**src/rtl/vga_pixel_driver.sv**
```systemverilog
// VGA timing generator and pixel output pipeline: requests pixels, resamples
// them with fixed latency, and aligns syncs/blanking. Optional colour bars: VGA_TEST_PATTERN_EN.
module vga_pixel_driver #(
    parameter int unsigned H_ACTIVE = 640,
    parameter int unsigned H_FP     = 16,
    parameter int unsigned H_SYNC   = 96,
    parameter int unsigned H_BP     = 48,
    parameter int unsigned V_ACTIVE = 480,
    parameter int unsigned V_FP     = 10,
    parameter int unsigned V_SYNC   = 2,
    parameter int unsigned V_BP     = 33
) (
    input  logic        clk,
    input  logic        rst,
    output logic [9:0]  pix_x,
    output logic [9:0]  pix_y,
    output logic        pix_req,
    input  logic [23:0] idata,
    output logic [7:0]  vga_r,
    output logic [7:0]  vga_g,
    output logic [7:0]  vga_b,
    output logic        vga_hs,
    output logic        vga_vs,
    output logic        vga_blank_n,
    output logic        vblank_pulse
);

    localparam int unsigned H_TOTAL  = H_ACTIVE + H_FP + H_SYNC + H_BP;
    localparam int unsigned V_TOTAL  = V_ACTIVE + V_FP + V_SYNC + V_BP;
    localparam int unsigned HW       = $clog2(H_TOTAL);
    localparam int unsigned VW       = $clog2(V_TOTAL);
    localparam int unsigned HS_FIRST = H_ACTIVE + H_FP;
    localparam int unsigned HS_LAST  = H_ACTIVE + H_FP + H_SYNC - 1;
    localparam int unsigned VS_FIRST = V_ACTIVE + V_FP;
    localparam int unsigned VS_LAST  = V_ACTIVE + V_FP + V_SYNC - 1;

    logic [HW-1:0] h_cnt_q, h_cnt_d;
    logic [VW-1:0] v_cnt_q, v_cnt_d;
    logic          vblank_d;
    logic          hs_raw_n, vs_raw_n;
    logic          req_d1_q, hs_d1_q, vs_d1_q;
    logic [23:0]   rgb_d;

    // Raster counters: vertical steps on horizontal wrap, both wrap together.
    always_comb begin
        h_cnt_d = h_cnt_q + HW'(1);
        v_cnt_d = v_cnt_q;
        if (h_cnt_q == HW'(H_TOTAL - 1)) begin
            h_cnt_d = '0;
            if (v_cnt_q == VW'(V_TOTAL - 1)) begin
                v_cnt_d = '0;
            end else begin
                v_cnt_d = v_cnt_q + VW'(1);
            end
        end
        vblank_d = (h_cnt_d == '0) && (v_cnt_d == VW'(V_ACTIVE));
    end

    assign pix_x    = 10'(h_cnt_q);
    assign pix_y    = 10'(v_cnt_q);
    assign pix_req  = (h_cnt_q < HW'(H_ACTIVE)) && (v_cnt_q < VW'(V_ACTIVE));
    assign hs_raw_n = !((h_cnt_q >= HW'(HS_FIRST)) && (h_cnt_q <= HW'(HS_LAST)));
    assign vs_raw_n = !((v_cnt_q >= VW'(VS_FIRST)) && (v_cnt_q <= VW'(VS_LAST)));

`ifdef VGA_TEST_PATTERN_EN
    localparam int unsigned BAR_W = H_ACTIVE / 8;

    logic [2:0] bar_d1_q;
    logic       unused_idata;

    assign unused_idata = ^idata;

    always_ff @(posedge clk or negedge rst) begin
        if (!rst) begin
            bar_d1_q <= '0;
        end else begin
            bar_d1_q <= 3'(pix_x / 10'(BAR_W));
        end
    end

    // Bars left to right: white, yellow, cyan, green, magenta, red, blue, black.
    always_comb begin
        rgb_d = '0;
        if (req_d1_q) begin
            case (bar_d1_q)
                3'd0:    rgb_d = 24'hFFFFFF;
                3'd1:    rgb_d = 24'hFFFF00;
                3'd2:    rgb_d = 24'h00FFFF;
                3'd3:    rgb_d = 24'h00FF00;
                3'd4:    rgb_d = 24'hFF00FF;
                3'd5:    rgb_d = 24'hFF0000;
                3'd6:    rgb_d = 24'h0000FF;
                default: rgb_d = 24'h000000;
            endcase
        end
    end
`else
    always_comb begin
        rgb_d = '0;
        if (req_d1_q) begin
            rgb_d = idata;
        end
    end
`endif

    // Counters, the two-stage control delay and the colour register.
    always_ff @(posedge clk or negedge rst) begin
        if (!rst) begin
            h_cnt_q      <= '0;
            v_cnt_q      <= '0;
            vblank_pulse <= 1'b0;
            req_d1_q     <= 1'b0;
            hs_d1_q      <= 1'b1;
            vs_d1_q      <= 1'b1;
            vga_blank_n  <= 1'b0;
            vga_hs       <= 1'b1;
            vga_vs       <= 1'b1;
            vga_r        <= '0;
            vga_g        <= '0;
            vga_b        <= '0;
        end else begin
            h_cnt_q      <= h_cnt_d;
            v_cnt_q      <= v_cnt_d;
            vblank_pulse <= vblank_d;
            req_d1_q     <= pix_req;
            hs_d1_q      <= hs_raw_n;
            vs_d1_q      <= vs_raw_n;
            vga_blank_n  <= req_d1_q;
            vga_hs       <= hs_d1_q;
            vga_vs       <= vs_d1_q;
            vga_r        <= rgb_d[23:16];
            vga_g        <= rgb_d[15:8];
            vga_b        <= rgb_d[7:0];
        end
    end

endmodule
```
**config.mk**
```make
export PLATFORM = sky130hd
export DESIGN_NAME = vga_pixel_driver
export DESIGN_NICKNAME = d
export VERILOG_FILES = /design/src/rtl/vga_pixel_driver.sv
export SDC_FILE = /design/constraint.sdc
export NUM_CORES = 1
export LEC_CHECK = 0
export CAP_MARGIN = 25
export CORE_UTILIZATION = 46
export CTS_BUF_LIST = sky130_fd_sc_hd__clkbuf_16
export DETAILED_ROUTE_END_ITERATION = 8
export HOLD_SLACK_MARGIN = 0.03
export PLACE_DENSITY = 0.8
export SLEW_MARGIN = 25
export SYNTH_ARGS = -nofsm -noshare
export SYNTH_HDL_FRONTEND = slang
export SYNTH_SLANG_ARGS = --single-unit
```
**constraint.sdc**
```tcl
create_clock -name clk -period 3.25 [get_ports clk]
set_clock_uncertainty 0.15 [all_clocks]
set_input_delay 0.4875 -clock clk [delete_from_list [all_inputs] [get_ports clk]]
set_output_delay 0.4875 -clock clk [all_outputs]
set_load 0.02 [all_outputs]
```
==> impl_metrics.tcl <==
set metrics [dict create \
    synthSimpleGateAreaFrac 0.224 \
    cp_max_fo 8 \
    synthAdderAreaFrac 0.0325 \
    yosysSeqAreaShare 0.554 \
    antenna_found_initial 0 \
    first_pass_iters 4 \
    io_pins 75 \
    num_antenna_cells 0 \
    cellPowerDensity_nw_per_um2 414 \
    dieWidth_um 72.9 \
    crit_path_start_kind "flop" \
    die_area_um2 5310 \
    fin_nets 314 \
    synth_area_leaders "dfrtp_1 51%, and2_1 6.5%, dfstp_2 4.5%, ha_1 3.2%, o21ai_0 2.8%" \
    core_um2 4790 \
    synth_cell_types 43 \
    drv_slew 0 \
    first_global_vias 1730 \
    post-route-drc-count 0 \
    period_minus_slack_ns 2.66 \
    yosys_most_used_dff "dfrtp_1" \
    grtUsageTotal 0.198 \
    synth-async-reset-ratio 1.00 \
    start_util 0.483 \
    htreeDepth 2 \
    initialDrtViolationCount 82 \
    worstReg2RegEnd "vblank_pulse$_DFF_PN0_" \
    hold_viol 0 \
    dieHeight_um 72.9 \
    vias_per_cell 5.23 \
    fin_ws_ns 0.592 \
    vias 1831 \
    synth_edf_count 0 \
    instances_no_fill 350 \
    cp.arrival_ns 2.69 \
    syn_area_per_cell_um2 10.9 \
    hp-class "in -> async" \
    dp_cells 342 \
    rsz0062_at_grt "false" \
    setup_tns_ns 0 \
    drt_wl_total_um 4890 \
    setup_viol 0 \
    grt_start_max_net_pins 52 \
    yosysTopAreaCellShare 0.509 \
    syn_to_final_growth_pct 40.4 \
    worst-setup-path-type "reg -> reg" \
    post_drt_wl_per_cell_um 14.0 \
    p_leak_nw 1.31 \
    reg2reg_slack_ns 0.59 \
    cts_tree "yes" \
    fmax_mhz 376 \
    rows 25 \
    synth_top_cell_by_area "dfrtp_1" \
    path_clk_slew_ns 0.07 \
    r2r-start "pix_x[0]$_DFF_PN0_" \
    slew_headroom 0.586 \
    synth.area.mux_share 0.00920 \
    finalPower_w 0.00134 \
    ir_drop_uv 243 \
    cts_resized 0 \
    syn_nets 245 \
    nFillCells 383 \
    ant_nets 0 \
    placement.io_buffers 74 \
    synth_seq_cells 51 \
    required_ns 3.28 \
    cts.sinks 51 \
    grt_pass1_wl_um 8060 \
    place_ws_ns 0.647 \
    cts_hold_buf 0 \
    final_layout_size_suffix_gt1_frac 0.0848 \
    critPathLaunch "pix_x[0]$_DFF_PN0_" \
    period_share 0.818 \
    status "complete, no violations" \
    cap_violations 0 \
    synth_warnings 0 \
    clk_path_buf_depth 2 \
    place.gp.congestion 0.870 \
    dp_hpwl_um 3500 \
    clk_latency_ns 0.28 \
    postCtsSetupBuffers 0 \
    yosys.area_share.xor_xnor 0.0411 \
    end_kind "flop" \
    cts_inserted_buffers 5 \
    grt-ovfl-total 0 \
    syn-cell-area_um2 2310 \
    worst_pin_slew_ns 0.621 \
    synth_top_family_by_area "simple AND/OR/NAND/NOR gates" \
    root_buffer "clkbuf_16" \
    synth_compound_area_frac 0.0952 \
    synthCells 213 \
    r2r_cells 7 \
]
[placed cells by master, fill, tap and decap left out, drive strengths merged, types with 4 or more instances in the layout]
cell	synthesis	layout
a21oi	7	7
and2	24	24
and3	5	5
clkbuf	7	5
clkdlybuf4s50	0	73
dfrtp	47	47
dfstp	4	4
ha	6	6
inv	9	10
nand2	16	16
nand3	7	7
nand4	6	6
nor2	9	9
nor3	5	5
nor4	4	4
o21ai	13	13
xnor2	5	5
xor2	5	5
[state kept, by name, indices dropped and copies added (netlist names)]
register	flops
vga_r	8
vblank_pulse	1
vga_g	8
vga_vs	1
hs_d1_q	1
req_d1_q	1
vga_blank_n	1
vga_hs	1
pix_x	10
vs_d1_q	1
vga_b	8
pix_y	10
[cell usage after synthesis (2+ instances only)]
library cell   n
nand4_1        6
or3_1          2
o22ai_1        3
clkbuf_1       7
inv_1          9
xor2_1         4
nand2_1       16
nand2b_1       3
and3_1         4
xnor2_1        5
o21ai_0       13
nand3_1        6
buf_4          2
dfstp_2        4
nor4_1         3
nor3_1         5
a21oi_1        7
and2_1        24
a2111oi_0      3
nor2_1         9
o31ai_1        3
ha_1           6
buf_2          3
dfrtp_1       47
[where the power goes]
group	switching (W)	internal, W	leakage, nW	total [W]
clock network	0.000221	0.000365	0.0804	0.000586
registers	0.00000388	0.000650	0.618	0.000654
logic	0.0000440	0.0000585	0.611	0.000103
total	0.000269	0.00107	1.31	0.00134
[through the flow]
step                 util  cell area, µm²  hold WS, ns
floorplan               -            2310       0.0419
global placement    0.642            3070        0.197
detailed placement  0.642            3070        0.199
CTS                 0.678            3250       0.0925
global route        0.678            3250        0.140
finish              0.678            3250       0.0741
[cell type report]
class	count	area (µm²)	share of cell area
sequential	51	1280	0.395
multi-input combinational	140	930	0.286
timing repair buffer	75	746	0.230
clock buffer	5	125	0.0386
tap	67	83.8	0.0258
clock inverter	3	46.3	0.0143
inverter	9	33.8	0.0104
[worst max-delay path, stage by stage, from the launching register on]
cell     delay [ns]
dfrtp_1        0.46
ha_1           0.32
nand3_4        0.15
or4_4          0.57
nor4_4         0.33
xor2_2         0.17
nand4_1        0.11
nor4b_2        0.30
[cell families after synthesis]
| group | Yosys count |
|---|---|
| adder cells (fa/ha/maj) | 6 |
| XOR/XNOR | 10 |
| AND/OR/NAND/NOR | 87 |
| buffers and inverters | 22 |
| AO/OA/AOI/OAI | 35 |
| multiplexers | 2 |
| flip-flops | 51 |
[metal layers]
layer	part of all wire	routed length, µm	GRT usage	up-vias
met5	0	0	0	-
met4	0.0035	17	0.0523	0
met3	0.070	344	0.0470	2
met2	0.48	2320	0.335	83
met1	0.45	2200	0.256	865
li1	-	-	-	881
[worst max path at each step]
stage	end	slack, ns
finish	vblank_pulse$_DFF_PN0_	0.59
global placement	vblank_pulse$_DFF_PN0_	0.74
global route	vblank_pulse$_DFF_PN0_	0.35
CTS	vblank_pulse$_DFF_PN0_	0.59
detailed placement	vblank_pulse$_DFF_PN0_	0.65
floorplan	vblank_pulse$_DFF_PN0_	0.62
No activity file was read; power rests on OpenSTA's default activity.
